$ cat src/rtl/i2c_bit_ctrl.sv
// I2C bit-level engine: runs one START/STOP/WRITE/READ primitive per accepted command,
// one quarter SCL period per prescaler tick, driving open-drain SCL/SDA enables.
module i2c_bit_ctrl #(
    parameter bit STRETCH_EN = 1'b1
) (
    input  logic       clk,
    input  logic       rst_n,
    input  logic       tick,
    input  logic       cmd_valid,
    output logic       cmd_ready,
    input  logic [2:0] cmd,
    input  logic       cmd_din,
    output logic       done,
    output logic       dout,
    output logic       busy,
    input  logic       scl_i,
    input  logic       sda_i,
    output logic       scl_oe,
    output logic       sda_oe
);

    typedef enum logic [2:0] {StIdle, StStart, StStop, StWrite, StRead} state_e;
    typedef enum logic [1:0] {PhQ0, PhQ1, PhQ2, PhQ3} phase_e;

    state_e state_q;
    state_e cmd_state;
    phase_e phase_q;
    phase_e phase_nxt;
    logic   din_q;
    logic   advance;

    // Returns {sda_oe, scl_oe} for a primitive in a given quarter.
    function automatic logic [1:0] line_oe(state_e st, phase_e ph, logic din);
        logic scl_low;
        scl_low = (ph == PhQ0) || (ph == PhQ3);
        case (st)
            StStart: line_oe = {(ph == PhQ2) || (ph == PhQ3), ph == PhQ3};
            StStop:  line_oe = {ph != PhQ3, ph == PhQ0};
            StWrite: line_oe = {~din, scl_low};
            StRead:  line_oe = {1'b0, scl_low};
            default: line_oe = 2'b00;
        endcase
    endfunction

    always_comb begin
        cmd_state = StIdle;
        case (cmd)
            3'd1:    cmd_state = StStart;
            3'd2:    cmd_state = StStop;
            3'd3:    cmd_state = StWrite;
            3'd4:    cmd_state = StRead;
            default: cmd_state = StIdle;
        endcase
    end

    // A slave holding SCL low stalls the first SCL-high quarter.
    assign advance   = tick && ((phase_q != PhQ1) || scl_i || !STRETCH_EN);
    assign phase_nxt = phase_e'(phase_q + 2'd1);

    always_ff @(posedge clk or negedge rst_n) begin
        if (!rst_n) begin
            state_q   <= StIdle;
            phase_q   <= PhQ0;
            din_q     <= 1'b0;
            cmd_ready <= 1'b1;
            busy      <= 1'b0;
            done      <= 1'b0;
            dout      <= 1'b0;
            scl_oe    <= 1'b0;
            sda_oe    <= 1'b0;
        end else begin
            done <= 1'b0;
            case (state_q)
                StIdle: begin
                    // busy while idle marks an accepted illegal code awaiting its done.
                    if (busy) begin
                        done      <= 1'b1;
                        busy      <= 1'b0;
                        cmd_ready <= 1'b1;
                    end else if (cmd_valid && cmd_ready) begin
                        cmd_ready <= 1'b0;
                        busy      <= 1'b1;
                        din_q     <= cmd_din;
                        phase_q   <= PhQ0;
                        state_q   <= cmd_state;
                        if (cmd_state != StIdle) begin
                            {sda_oe, scl_oe} <= line_oe(cmd_state, PhQ0, cmd_din);
                        end
                    end
                end
                default: begin
                    if (advance) begin
                        if (phase_q == PhQ3) begin
                            done      <= 1'b1;
                            busy      <= 1'b0;
                            cmd_ready <= 1'b1;
                            state_q   <= StIdle;
                            phase_q   <= PhQ0;
                        end else begin
                            phase_q          <= phase_nxt;
                            {sda_oe, scl_oe} <= line_oe(state_q, phase_nxt, din_q);
                            if (state_q == StRead && phase_q == PhQ1) begin
                                dout <= sda_i;
                            end
                        end
                    end
                end
            endcase
        end
    end

endmodule
$ cat config.mk
export PLATFORM = sky130hd
export DESIGN_NAME = i2c_bit_ctrl
export DESIGN_NICKNAME = d
export VERILOG_FILES = /design/src/rtl/i2c_bit_ctrl.sv
export SDC_FILE = /design/constraint.sdc
export NUM_CORES = 1
export LEC_CHECK = 0
export CAP_MARGIN = 0
export CORE_MARGIN = 8
export CORE_UTILIZATION = 43
export CTS_CLUSTER_DIAMETER = 150
export DETAILED_ROUTE_END_ITERATION = 8
export HOLD_SLACK_MARGIN = 0.1
export PLACE_DENSITY = 0.72
export SLEW_MARGIN = 20
export SYNTH_ARGS = -nofsm -noshare
export SYNTH_HDL_FRONTEND = slang
export SYNTH_SLANG_ARGS = --single-unit
$ cat constraint.sdc
create_clock -name clk -period 1.5 [get_ports clk]
set_input_delay 0.3 -clock clk [delete_from_list [all_inputs] [get_ports clk]]
set_output_delay 0.3 -clock clk [all_outputs]
set_load 0.005 [all_outputs]
### After elaboration in Yosys (flattened, before gate mapping)

Index checks and enable logic that the tools add are counted.

* equal/unequal tests: 22
* mux-type cells: 39
* reduce and logical (&&, ||, !) cells: 18
* add/sub/neg operators: 1
* bitwise logic cells: 5

Operators with widths (count)
* $mux 1: 26
* $eq 3x2->1 const B: 6
* $mux 3: 5
* $pmux 3 s4: 1
* $mux 2: 5
* $eq 3x3->1 const B: 3
* $reduce_and 3->1: 3
* $ne 2x2->1 const B: 4
* $pmux 2 s4: 1
* $reduce_and 4->1: 2
* $eq 2x2->1 const B: 3
* $eq 3x1->1 const B: 2
* $pmux 2 s3: 1
* $not 1->1: 5
* $reduce_and 5->1: 1
* $ne 2x1->1 const B: 2
* $reduce_bool 2->1: 2
* $logic_and 1x1->1: 3
* $logic_not 3->1: 1
* $logic_or 1x1->1: 3
* $ne 3x3->1 const B: 1
* $reduce_bool 3->1: 1
* $add 2x1->2 const B: 1
* $eq 2x1->1 const B: 1
* other kinds (2): 2

* logic and storage cells: 94
* input port bits: 10
* output and inout port bits: 6
* bits in registers: 12

### Logic depth before layout (Yosys ltp)

* depth after elaboration: 8
* gate-level depth with buffers: 6
* mapped depth without buffers: 6

### Worst setup path before layout

Ideal clock, no wire load.

* path type: register to register
* from: register state_q[1]
* to: register scl_oe
* data arrival time: 1486 ps
* stages on the path, launching flop included: 7
* path slack: -111 ps
* required time: 1375 ps
* cells stage by stage: dfrtp_1 > buf_6 > nor3_4 > and3_1 > buf_6 > a21oi_4 > mux2_4

* longest elaborated chain between the ends: 5
* elaborated cells between the ends (all ways): 15
* those cells by class: eq/ne: 8; mux: 4; reduce/logical: 3

RTL lines
* from (decl): line 25 `state_e state_q;`
* from (signal assigned): line 62 `state_q <= StIdle;`
* from (signal assigned): line 85 `state_q <= cmd_state;`
* from (signal assigned): line 97 `state_q <= StIdle;`
* $eq 3x3->1 (tied with other cells): line 36 `case (st)`
* $pmux 2 s4: line 36
* $mux 1: line 93 `if (phase_q == PhQ3) begin`
* $mux 1: line 92 `if (advance) begin`
* $mux 1: line 73 `case (state_q)`
* to (signal assigned): line 87 `{sda_oe, scl_oe} <= line_oe(cmd_state, PhQ0, cmd_din);`
* to (signal assigned): line 101 `{sda_oe, scl_oe} <= line_oe(state_q, phase_nxt, din_q);`
* to (decl): line 18 `output logic scl_oe,`

Parallel ways exist; a longest one is shown, timed or not. The select of a mux whose other input is x is not followed.
A chain may end at the register's enable or synchronous reset.

### Worst setup path in the final report

* from: register phase_q[0]
* to: register scl_oe

* longest elaborated chain between the ends: 7
* elaborated cells between the ends (all ways): 15
* those cells by class: add/sub: 1; eq/ne: 4; mux: 4; reduce/logical: 6

RTL lines
* from (decl): line 27 `phase_e phase_q;`
* from (signal assigned): line 63 `phase_q <= PhQ0;`
* from (signal assigned): line 84 `phase_q <= PhQ0;`
* from (signal assigned): line 98 `phase_q <= PhQ0;`
* $add 2x1->2: line 58 `assign phase_nxt = phase_e'(phase_q + 2'd1);`
* $eq 2x2->1 / $logic_not 2->1 (equally long branches): line 35, 37, 38
* $logic_or 1x1->1: line 35 `scl_low = (ph == PhQ0) || (ph == PhQ3);`
* $pmux 2 s4: line 36
* $mux 1: line 93
* $mux 1: line 92
* $mux 1: line 73

Parallel ways exist; a longest one is shown, timed or not. The select of a mux whose other input is x is not followed.

==> results.json <==
{
  "ys.flop_type": "dfrtp_1",
  "crit_path_start_kind": "flip-flop",
  "required_ns": 1.66,
  "vias": 654,
  "synth_top_area_cell": "dfrtp_1",
  "synth-seq-area-share_pct": 40.6,
  "hp-class": "input port to async pin",
  "max-vdd-ir-drop_mv": 1.39,
  "hold_viol_final": 0,
  "antenna_cells": 0,
  "synth_enable_flop_cells": 0,
  "synth_common_cells": "dfrtp_1 (11), inv_1 (6), ha_1 (4)",
  "synthArstFlopShare_pct": 100,
  "slew_headroom_pct": 78.9,
  "antenna_found_initial": 0,
  "hpwl_um": 1480,
  "finalNonFillerCells": 126,
  "gp_congestion": 0.787,
  "core_mm2": 0.00167,
  "grt_overflow": 0,
  "fin_skew_ns": 0.000941,
  "synthesis.area_um2": 743,
  "path_class": "flip-flop to flip-flop",
  "grt_max_degree": 13,
  "area_growth_pct": 58.4,
  "rr_endpoint": "scl_oe$_DFFE_PN0P_",
  "grt_pass1_wl_um": 3190,
  "clk_path_buf_depth": 2,
  "path_cells": "buf_4, ha_1, or2b_1, o22ai_2, o311ai_2, mux2_4",
  "ioPinCount": 16,
  "routedWlPerCell_um": 15.3,
  "slew_viol_final": 0,
  "status": "finished, violations left",
  "preCtsSetupSlack_ns": -0.401,
  "cp.arrival_ns": 1.76,
  "drive_gt1_share_pct": 46.8,
  "yosysWarnings": 0,
  "postSynthAreaPerCell_um2": 11.4,
  "syn_inst": 65,
  "yosysMostFrequentCell": "dfrtp_1",
  "ys_ff_latch": 12,
  "track_usage_pct": 12.3,
  "hold_ws_ns": 0.323,
  "worst_pin_slew_ns": 0.315,
  "tritoncts": "built",
  "max_freq_mhz": 627,
  "clkSinkCount": 12,
  "fin_ws_ns": -0.0953,
  "reg2reg_depth": 6,
  "crit_path_max_incr_delay_ns": 0.41,
  "violations": "setup timing",
  "critical_path.slowest_cell": "dfrtp_1",
  "ant_nets": 0,
  "critPathBufInv": 1,
  "die_y_um": 57.6,
  "r2r_slack_ns": -0.1,
  "die_area_mm2": 0.00331,
  "end_kind": "flip-flop",
  "start_util_pct": 44.5,
  "cts_buffers": 3,
  "die_w_um": 57.6,
  "wl_um": 1920,
  "worstPathMaxFanout": 3,
  "synth_top_area_share_pct": 37.0,
  "viasPerCell": 5.19,
  "ys_types": 33,
  "cts-root-buf": "clkbuf_4",
  "first_pass_iters": 4,
  "placedCellCount": 118,
  "grt_pass1_vias": 711,
  "fin_crit_sh_pct": 106,
  "powerDensity_mw_per_mm2": 2040,
  "maxCapViolations": 0,
  "setup_viol": 6,
  "cts_hold_buf": 0,
  "synthesis.nets": 79,
  "layout_min_cycle_time_ns": 1.60,
  "layout.nets": 124,
  "critPathTopFamily": "flip-flops",
  "clkTransAtPathRegs_ns": 0.08,
  "drt_iter0_markers": 4,
  "reg2reg_from": "phase_q[0]$_DFFE_PN0P_",
  "p_leak_nw": 0.569,
  "h-tree-depth": 1,
  "rsz0062_at_grt": "true",
  "rows": 15,
  "synth_area_leaders": "dfrtp_1 (37%), ha_1 (6.7%), mux2_2 (4.5%), mux2_4 (4.0%), dfstp_2 (3.5%)",
  "io_buffers": 15,
  "route.detailed.drc": 0,
  "clk_latency_ns": 0.27
}
## worst register-to-register path, delay by kind of cell, from the launching register on
kind	cells	cell delay (ns)
DFF	1	0.41
muxes	1	0.29
and+or+nand+nor	1	0.23
AOI/OAI and AO/OA	2	0.21
adders and majority gates	1	0.20
buffers and inverters	1	0.15
## metrics by stage
stage	TNS (ns)	power, W	util [%]	instance area [um2]
finish	-0.407	0.00240	70.5	1180
CTS	-0.541	0.00230	68.1	1140
floorplan	-0.608	0.00133	-	743
detailed placement	-2.73	0.00196	63.9	1070
global placement	-2.17	0.00190	63.9	1070
global route	-1.23	0.00259	70.5	1180
## cell families (layout without fill, tap and decap cells)
kind of cell    after synthesis  after routing  share of synthesized area (%)
flops                        12             12                           40.6
buf+inv                       9             53                           6.73
simple gates                 17             17                           17.5
xor+xnor                      1              1                           1.18
compound gates               15             15                           16.0
fa+ha+maj                     4              4                           6.73
mux                           7              7                           11.3
## state kept, by name, summed over array words and instances (netlist names)
signal	count
state_q	3
phase_q	2
busy	1
cmd_ready	1
din_q	1
done	1
dout	1
scl_oe	1
sda_oe	1
## per-layer routing
| layer | vias up | GRT usage (%) | part of all wire (%) |
|---|---|---|---|
| met5 | - | 0 | 0 |
| met4 | 0 | 2.14 | 0.62 |
| met3 | 2 | 5.16 | 5.5 |
| met2 | 13 | 21.7 | 53 |
| met1 | 317 | 13.6 | 41 |
| li1 | 322 | - | - |
## cell usage in the layout, fill, tap and decap left out, drive strengths merged
cell,synthesis,routed
nor2,3,3
and3,1,1
dlygate4sd2,0,2
nor3b,3,3
a32o,2,2
dfstp,1,1
nand2b,1,1
nor2b,2,2
inv,6,6
or2b,1,1
a2bb2oi,1,1
clkbuf,0,4
mux2,5,5
dfrtp,11,11
o311ai,1,1
nor3,1,1
o21ai,1,1
a21oi,3,3
ha,4,4
nand4,1,1
a31oi,1,1
or2,1,1
buf,3,28
and2,1,1
o22ai,3,3
mux2i,2,2
nor4b,1,1
nand3,1,1
xnor2,1,1
a22o,1,1
a22oi,1,1
clkdlybuf4s50,0,13
a21o,1,1
## worst max path at each step
stage / cells after the start / slack [ns] / from / endpoint
6_report: 6 / -0.1 / phase_q[0]$_DFFE_PN0P_ / scl_oe$_DFFE_PN0P_
3_5_place_dp: 5 / -0.40 / cmd[2] / scl_oe$_DFFE_PN0P_
5_1_grt: 6 / -0.21 / phase_q[0]$_DFFE_PN0P_ / scl_oe$_DFFE_PN0P_
4_1_cts: 7 / -0.15 / phase_q[1]$_DFFE_PN0P_ / dout$_DFFE_PN0P_
2_1_floorplan: 6 / -0.11 / state_q[1]$_DFFE_PN0P_ / scl_oe$_DFFE_PN0P_
3_3_place_gp: 5 / -0.28 / cmd_valid / sda_oe$_DFFE_PN0P_
## power breakdown
part           internal, W  switching (W)
clock             0.000148       0.000111
combinational     0.000939       0.000620
sequential        0.000484       0.000103
## area by class of cell
| type | instances | area [um2] |
|---|---|---|
| fillers | 126 | 493 |
| inverters | 6 | 22.5 |
| well taps | 17 | 21.3 |
| repair buffers | 43 | 358 |
| clock buffers | 4 | 36.3 |
| multi-input cells | 44 | 438 |
| flip-flops and latches | 12 | 302 |
## repair_timing
| action | in CTS | in global routing |
|---|---|---|
| cloned | 0 | 0 |
| endpoints found under the hold margin | 0 | 0 |
| pin swaps | 2 | 2 |
| endpoints found under the setup margin | 10 | 10 |
| resized for setup | 10 | 5 |
| setup buffers | 2 | 2 |
No activity file was read; power rests on OpenSTA's default activity.
